===== src/rtl/fsm_secure_lock_if.sv =====
// Control-input / mode-output bundle for fsm_secure_lock.
// SW must match the lock's state-register width (2 binary, 4 one-hot).
interface fsm_secure_lock_if #(
    parameter int SW    = 2,
    parameter int CNT_W = 8
);
    logic             A;
    logic             B;
    logic             C;
    logic             D;
    logic             fi_en;
    logic [SW-1:0]    fi_mask;
    logic [1:0]       out;
    logic             locked;
    logic             fault;
    logic [CNT_W-1:0] trans_cnt;

    modport master (
        output A, B, C, D, fi_en, fi_mask,
        input  out, locked, fault, trans_cnt
    );

    modport slave (
        input  A, B, C, D, fi_en, fi_mask,
        output out, locked, fault, trans_cnt
    );
endinterface


===== src/rtl/fsm_secure_lock.sv =====
// Hardened IDLE/ARM/ACTIVE/LOCK control FSM with hold-qualified transitions,
// illegal-state fail-safe, fault injection and a saturating transition counter.
module fsm_secure_lock #(
    parameter bit ONEHOT      = 1'b0,
    parameter int HOLD_CYCLES = 1,
    parameter int CNT_W       = 8
) (
    input  logic             clk,
    input  logic             rst,
    fsm_secure_lock_if.slave bus
);
    localparam int SW = ONEHOT ? 4 : 2;
    localparam int HW = (HOLD_CYCLES < 2) ? 1 : $clog2(HOLD_CYCLES + 1);
    localparam logic [HW-1:0] HOLD_L = HW'(HOLD_CYCLES);

    // Binary codes equal the downstream mode code, so binary decode is a pass-through.
    typedef enum logic [1:0] {
        S_IDLE   = 2'b00,
        S_LOCK   = 2'b01,
        S_ARM    = 2'b10,
        S_ACTIVE = 2'b11
    } state_e;

    function automatic logic [SW-1:0] enc(input state_e s);
        logic [3:0] oh;
        case (s)
            S_IDLE:  oh = 4'b0001;
            S_LOCK:  oh = 4'b0010;
            S_ARM:   oh = 4'b0100;
            default: oh = 4'b1000;
        endcase
        if (ONEHOT) return oh[SW-1:0];
        else        return SW'(s);
    endfunction

    logic [SW-1:0]    state_q;
    state_e           cand_q;
    state_e           cand_d;
    state_e           cur;
    logic             legal;
    logic [HW-1:0]    hold_q;
    logic [HW-1:0]    run_d;
    logic             advance;
    logic             fault_q;
    logic [CNT_W-1:0] cnt_q;

    generate
        if (ONEHOT) begin : g_oh
            always_comb begin
                legal = 1'b1;
                case (state_q)
                    4'b0001: cur = S_IDLE;
                    4'b0010: cur = S_LOCK;
                    4'b0100: cur = S_ARM;
                    4'b1000: cur = S_ACTIVE;
                    default: begin
                        cur   = S_LOCK;
                        legal = 1'b0;
                    end
                endcase
            end
        end else begin : g_bin
            always_comb begin
                legal = 1'b1;
                cur   = state_e'(state_q);
            end
        end
    endgenerate

    always_comb begin
        cand_d = cur;
        case (cur)
            S_IDLE:   if (bus.B || bus.D) cand_d = S_LOCK;
                      else if (bus.C)     cand_d = S_ARM;
            S_ARM:    if (bus.B || bus.D) cand_d = S_LOCK;
                      else if (bus.A)     cand_d = S_ACTIVE;
            S_ACTIVE: if (bus.D)          cand_d = S_LOCK;
                      else if (!bus.A)    cand_d = S_ARM;
            default:  cand_d = S_LOCK;
        endcase
    end

    // Lock requests bypass qualification; everything else must repeat HOLD_CYCLES edges.
    assign run_d   = (cand_d == cand_q && hold_q != '0) ? hold_q + HW'(1) : HW'(1);
    assign advance = (cand_d == S_LOCK) || (run_d >= HOLD_L);

    assign bus.out       = legal ? cur : S_LOCK;
    assign bus.locked    = !legal || (cur == S_LOCK);
    assign bus.fault     = fault_q;
    assign bus.trans_cnt = cnt_q;

    always_ff @(posedge clk or negedge rst) begin
        if (!rst) begin
            state_q <= enc(S_IDLE);
            cand_q  <= S_IDLE;
            hold_q  <= '0;
            fault_q <= 1'b0;
            cnt_q   <= '0;
        end else begin
            cand_q <= cand_d;
            if (bus.fi_en) begin
                state_q <= state_q ^ bus.fi_mask;
                hold_q  <= '0;
            end else if (!legal) begin
                state_q <= enc(S_LOCK);
                fault_q <= 1'b1;
                hold_q  <= '0;
            end else if (cand_d == cur) begin
                hold_q <= '0;
            end else if (advance) begin
                state_q <= enc(cand_d);
                hold_q  <= '0;
                if (cnt_q != '1) cnt_q <= cnt_q + CNT_W'(1);
            end else begin
                hold_q <= run_d;
            end
        end
    end
endmodule

===== src/flat_wrapper.sv =====
// flat-port wrapper written by rule: the top's interface ports become plain ports
module fsm_secure_lock_flat 
#(
    parameter bit ONEHOT      = 1'b0,
    parameter int HOLD_CYCLES = 1,
    parameter int CNT_W       = 8
)
  (clk, rst, bus_A, bus_B, bus_C, bus_D, bus_fi_en, bus_fi_mask, bus_out, bus_locked, bus_fault, bus_trans_cnt);
  fsm_secure_lock_if #(.CNT_W(CNT_W)) bus_i ();
  input  logic clk;
  input  logic rst;
  input wire logic [$bits(bus_i.A)-1:0] bus_A;
  input wire logic [$bits(bus_i.B)-1:0] bus_B;
  input wire logic [$bits(bus_i.C)-1:0] bus_C;
  input wire logic [$bits(bus_i.D)-1:0] bus_D;
  input wire logic [$bits(bus_i.fi_en)-1:0] bus_fi_en;
  input wire logic [$bits(bus_i.fi_mask)-1:0] bus_fi_mask;
  output wire logic [$bits(bus_i.out)-1:0] bus_out;
  output wire logic [$bits(bus_i.locked)-1:0] bus_locked;
  output wire logic [$bits(bus_i.fault)-1:0] bus_fault;
  output wire logic [$bits(bus_i.trans_cnt)-1:0] bus_trans_cnt;
  assign bus_i.A = bus_A;
  assign bus_i.B = bus_B;
  assign bus_i.C = bus_C;
  assign bus_i.D = bus_D;
  assign bus_i.fi_en = bus_fi_en;
  assign bus_i.fi_mask = bus_fi_mask;
  assign bus_out = bus_i.out;
  assign bus_locked = bus_i.locked;
  assign bus_fault = bus_i.fault;
  assign bus_trans_cnt = bus_i.trans_cnt;
  fsm_secure_lock #(.ONEHOT(ONEHOT), .HOLD_CYCLES(HOLD_CYCLES), .CNT_W(CNT_W)) u_core (.clk(clk), .rst(rst), .bus(bus_i));
endmodule

===== config.mk =====
export PLATFORM = sky130hd
export DESIGN_NAME = fsm_secure_lock_flat
export DESIGN_NICKNAME = d
export VERILOG_FILES = /design/src/rtl/fsm_secure_lock_if.sv /design/src/rtl/fsm_secure_lock.sv /design/src/flat_wrapper.sv
export SDC_FILE = /design/constraint.sdc
export NUM_CORES = 1
export LEC_CHECK = 0
export ABC_AREA = 0
export ABC_CLOCK_PERIOD_IN_PS = 2900
export CELL_PAD_IN_SITES_DETAIL_PLACEMENT = 1
export CELL_PAD_IN_SITES_GLOBAL_PLACEMENT = 2
export CORE_ASPECT_RATIO = 1.75
export CORE_MARGIN = 8
export CORE_UTILIZATION = 29
export DETAILED_ROUTE_END_ITERATION = 8
export PLACE_DENSITY_LB_ADDON = 0.1
export SYNTH_ARGS = -nofsm -noshare
export SYNTH_HDL_FRONTEND = slang
export SYNTH_SLANG_ARGS = --single-unit

===== constraint.sdc =====
create_clock -name clk -period 2.9 [get_ports clk]
set_input_delay 0.58 -clock clk [delete_from_list [all_inputs] [get_ports clk]]
set_output_delay 0.58 -clock clk [all_outputs]
set_load 0.01 [all_outputs]

==> metrics.txt, run 1 <==
Fillers 259; port bufs 19; CTS buffer count 3; Vias/cell 5.18; largest family of logic cells by synthesized area simple AND/OR/NAND/NOR gates; total core area 0.00227 sq mm; CP Capture Type flip-flop; Synth Area in Adders 1.82%; sequential share of the synthesized area 47.4%; length of routed met2 wiring 1.05 mm; post-synthesis compound-gate area fraction 14.9%; hold path start u_core.bus.trans_cnt[5]; grt total ovfl 0; Critical Path AT 2520 ps; Die ar. 0.00424 sq mm; clk_lat worst skew 240 ps; DR top layer met4; Final GP Congestion 0.739; number of synthesized flops with an enable pin 0; crit-path max FO 10; Post-Synth Simple-Gate Area 19.1%; CTS root buf clkbuf_8; FF-to-FF setup slack 770 ps; average wire per standard cell 16.6 microns; Vert. Die Dim 80.4 microns; htree depth 1; most frequent cells in the layout clkdlybuf4s50_1, dfrtp_1, xnor2_1; DRT iter0 DRCs 9; Initial Utilization 30.2%; number of global-route vias before repair 652; Max Freq 417 MHz; Pwr Density 941 mW/mm^2; Clock Tree Buf Depth 2; final critical-path share of the clock period 82.8%; GRT Total Usage 9.64%; clock sink count 13; unique cell type count in the Yosys netlist 26; commonest non-fill, non-tap cell in the layout clkdlybuf4s50_1; Yosys reg bits 13; worst reg2reg path startpoint u_core.bus.out[0]; xor/xnor share of the synthesized area 10.2%; skew final 2.87 ps; outcome finished clean; top_reg_cell synth dfrtp_1; Ports 21; Min-Delay Path Class reg -> reg; first-pass GRT wire length 3.07 mm; DRT met1 WL 660 microns; Die W 52.8 microns; Post-CTS Setup Repair Bufs 0; LEAKAGE 0.000367 uW; vias post-DR 585; Area Overhead vs Synth 37.7%; DRT Wirelength 1.87 mm; Setup Crit Path Kind in -> reg; endpoints failing hold 0; met3 wire length 139 microns; Mean Syn Cell Area 10.6 sq um; CTS Hold Bufs 0; crit path time final 2400 ps; RSZ-0062 raised after global routing no; # rows 23; TritonCTS clock tree done; DR DRC count 0; initial antenna violation count 0; WHS Path Cells 1; Resized cells post-CTS 0; Post-Layout Cell Count 113; clock slew at reported path FFs 50 ps; Pwr Total 890 uW; nets@finish 99; Post-Syn Area 687 sq um; Final setup viols 0; FF-to-FF End u_core.bus.trans_cnt[7]; post-synthesis cell count 65; largest net degree at the start of global routing 14; Hold Path End u_core.bus.trans_cnt[5]; Finished Core Util 41.6%; dpl hpwl 1.47 mm; Worst Path Required 3020 ps; DRT Pass-1 Iters 2; Worst setup SP type primary input; Post-synth ARST share 100%; max cap viols 0; Ys Warns 0; setup slack after layout 499 ps; Final Max Slew Viols 0; slew at the pin with the worst max-slew slack 584 ps; total negative slack 0 ps; peak supply drop 0.355 mV; FF-to-FF path depth 7; Final ANT Viol Nets 0; pre-CTS WS 258 ps; layout cells sized above 1 7.95%; Slew HR 61.0%; n_diodes 0; number of cells after detailed placement 109; post-synthesis mux area share 1.64%
synth_stat cells (2+ instances only):
cell type  number  area share, %
dfrtp_1        13             47
xnor2_1         7            8.9
nand3_1         6            4.4
nor2_1          5            2.7
a21oi_1         3            2.2
and3_1          3            2.7
inv_1           3            1.6
a211oi_1        2            2.2
a31oi_1         2            1.8
nand2_1         2            1.1
nand4_1         2            1.8
nor4b_1         2            2.6
o21ai_0         2            1.5
area by class of cell:
cell class / instances / area [sq um] / share of cell area, %
Multi-Input combinational cell: 48 / 335 / 35.4
Sequential cell: 13 / 325 / 34.4
Timing Repair Buffer: 20 / 198 / 20.9
Clock buffer: 4 / 45.0 / 4.76
Tap cell: 25 / 31.3 / 3.31
Inverter: 3 / 11.3 / 1.19
state kept, by name (all words and copies together) (netlist names):
register              count
u_core.hold_q             1
u_core.cand_q             2
u_core.bus.trans_cnt      8
u_core.bus.out            2
stage by stage:
stage               area (sq um)  hold slack [ps]
floorplan                    691              284
global placement             901              496
detailed placement           901              509
CTS                          946              524
global route                 946              542
finish                       946              508
metal layers:
metal / global-route usage, % / vias up
met5: 0 / -
met4: 4.69 / 0
met3: 3.70 / 2
met2: 17.2 / 14
met1: 8.96 / 294
li1: - / 275
logic make-up (layout without fill, tap and decap cells):
family | Yosys count | after routing
multiplexers | 1 | 1
AND/OR/NAND/NOR | 24 | 24
other | 1 | 2
adder cells (fa/ha/maj) | 1 | 1
buffers and inverters | 5 | 27
XOR/XNOR | 8 | 8
flip-flops | 13 | 13
AO/OA/AOI/OAI | 12 | 12
how the worst max path moves through the flow:
| stage | startpoint | endpoint |
|---|---|---|
| floorplan | bus_B | u_core.bus.trans_cnt[1] |
| global placement | bus_B | u_core.bus.trans_cnt[7] |
| detailed placement | bus_B | u_core.bus.trans_cnt[7] |
| CTS | bus_B | u_core.bus.trans_cnt[7] |
| global route | bus_B | u_core.bus.trans_cnt[7] |
| finish | bus_B | u_core.bus.trans_cnt[7] |
critical path, stage by stage:
cell,delay (ps)
clkdlybuf4s50_1,440
nor2b_1,200
a2111oi_4,390
xor2_1,160
a31oi_1,250
buf_4,220
nand4_1,130
xnor2_1,140
power by group:
| part | total (uW) | switching (uW) | internal (uW) | leakage (uW) |
|---|---|---|---|---|
| clock network | 156 | 59.6 | 96.7 | 0.0000228 |
| registers | 332 | 86.6 | 246 | 0.000159 |
| logic | 401 | 182 | 220 | 0.000185 |
Power figures use the tool's default switching activity.
==> run 2, diff against run 1 <==
ABC_CLOCK_PERIOD_IN_PS = 1960   (was 2900)
CORE_UTILIZATION = 24   (was 29)
clock period = 1.96 ns   (was 2.9 ns; I/O delays follow)
==> run 2 against run 1 <==
First-iteration DRC count is 11% higher. Critical path depth unchanged. Cell count is 14% higher. Critical endpoint unchanged. Sequential share of layout area shrank 4.8 points. Largest power group unchanged. Clock skew shrank 2.1 ps. Global-route usage decreased by 0.83 points. Register-to-register slack lost 610 ps. Via count rose by 8.2%. Sequential power up 49%. Clock power is 50% higher. Setup slack lost 380 ps.
==> metrics.txt, run 2 (synthesis gave the netlist of run 1 again) <==
outcome finished clean; RSZ-0062 raised after global routing yes; CP Capture Type flip-flop; nets@finish 113; initial antenna violation count 0; clk_lat worst skew 240 ps; vias post-DR 633; total negative slack 0 ps; Setup Crit Path Kind in -> reg; n_diodes 0; Final Max Slew Viols 0; Area Overhead vs Synth 61.2%; Max Freq 543 MHz; Slew HR 60.4%; max reg flops 8; crit-path max FO 7; DRT Wirelength 1.98 mm; Critical Path AT 1960 ps; hold path start u_core.bus.trans_cnt[5]; Final GP Congestion 0.742; DRT iter0 DRCs 10; clock slew at reported path FFs 50 ps; most frequent cells in the layout clkdlybuf4s50_1, buf_4, dfrtp_1; htree depth 1; Vias/cell 4.91; CTS Hold Bufs 0; WHS Path Cells 1; FF-to-FF setup slack 160 ps; Slowest Stage Delay on Critical Path 350 ps; Cell Chain, Critical Path dlygate4sd2_1 > nor2b_4 > a2111oi_4 > xor2_1 > a31oi_2 > buf_6 > nand4_1 > xnor2_1; final critical-path share of the clock period 93.9%; Ports 21; Worst Path Required 2080 ps; Internal 972 uW; Final setup viols 0; Finished Core Util 40.7%; layout cells sized above 1 27.5%; max cap viols 0; Hold Slack 504 ps; sw power 535 uW; Clock Tree Buf Depth 2; Die ar. 0.00490 sq mm; GRT Total Usage 8.81%; first-pass GRT wire length 3.47 mm; Pwr Density 1360 mW/mm^2; DR DRC count 0; worst reg2reg path startpoint u_core.bus.out[0]; largest net degree at the start of global routing 14; sequential cell area 328 sq um; Area after DPL 993 sq um; cell family with most CP delay compound AO/OA/AOI/OAI gates; Worst setup SP type primary input; endpoints failing hold 0; # rows 25; Pwr Total 1510 uW; Min-Delay Path Class reg -> reg; slowest cell on the critical path a2111oi_4; CTS root buf clkbuf_8; crit path time final 1840 ps; LEAKAGE 0.000481 uW; Hold Path End u_core.bus.trans_cnt[5]; Crit path buffers/inverters 2; FF-to-FF End u_core.bus.trans_cnt[1]; total core area 0.00272 sq mm; Comb power frac 51.6%; CTS buffer count 3; Fillers 311; grt total ovfl 0; slew at the pin with the worst max-slew slack 592 ps; Vert. Die Dim 86.8 microns; skew final 0.770 ps; Die W 56.4 microns; number of global-route vias before repair 733; Clk pwr share 15.5%; DRT Pass-1 Iters 2; peak supply drop 0.553 mV; final instance area 0.00111 sq mm; TritonCTS clock tree done; area of the multi-input gates 382 sq um; sw frac 35.5%; dpl hpwl 1.60 mm; Sequential Power Share 32.9%; average wire per standard cell 15.3 microns; port bufs 19; clock sink count 13; Final ANT Viol Nets 0; Initial Utilization 25.2%; FF-to-FF path depth 7
==> run 2: changes by cell type in the layout (fill, tap and decap cells not counted), sizes merged <==
cell,before,now
buf,1,15
clkdlybuf4s50,19,14
dlygate4sd2,0,3
dlymetal6s2s,0,2
==> run 2: area by class of cell <==
cell class                      instances  area share, %
Clock buffer                            4           4.07
Inverter                                3           1.02
Multi-Input combinational cell         48           34.5
Sequential cell                        13           29.6
Tap cell                               27           3.05
Timing Repair Buffer                   34           27.8
==> run 2: worst max-delay path by stage <==
stage	cells after the start	startpoint	slack [ps]	end
6_report	8	bus_B	120	u_core.bus.trans_cnt[7]
4_1_cts	3	u_core.bus.out[1]	20	bus_locked
5_1_grt	8	bus_B	-20	u_core.bus.trans_cnt[7]
3_3_place_gp	9	bus_B	-430	u_core.bus.trans_cnt[7]
3_5_place_dp	9	bus_B	-480	u_core.bus.trans_cnt[7]
2_1_floorplan	6	u_core.bus.out[0]	20	u_core.bus.trans_cnt[1]
==> run 2: through the flow <==
step | instances | worst slack [ps]
CTS | 128 | 17.5
detailed placement | 123 | -477
floorplan | 66 | 20.0
finish | 129 | 120
global route | 129 | -18.0
global placement | 123 | -430
==> run 2: timing repair <==
action                                  in CTS  in global routing
endpoints found under the setup margin      11                  8
pin swaps                                    8                  6
resized for setup                           12                  5
buffers inserted                             2                  1
==> run 2: power by group through the flow <==
stage / Sequential [uW] / Combinational (uW) / Clock, uW
5_1_grt: 514 / 855 / 258
4_1_cts: 499 / 776 / 245
3_3_place_gp: 489 / 718 / 0
3_5_place_dp: 487 / 719 / 0
2_1_floorplan: 505 / 293 / 0
6_report: 495 / 778 / 234
==> run 2: metal layers <==
layer	vias to the layer above	GRT usage [%]	share of wire (%)	wire length, microns
li1	302	-	-	-
met1	310	8.34	37	726
met2	17	16.4	56	1120
met3	4	2.34	4.7	94
met4	0	4.62	2.0	40
met5	-	0	0	0
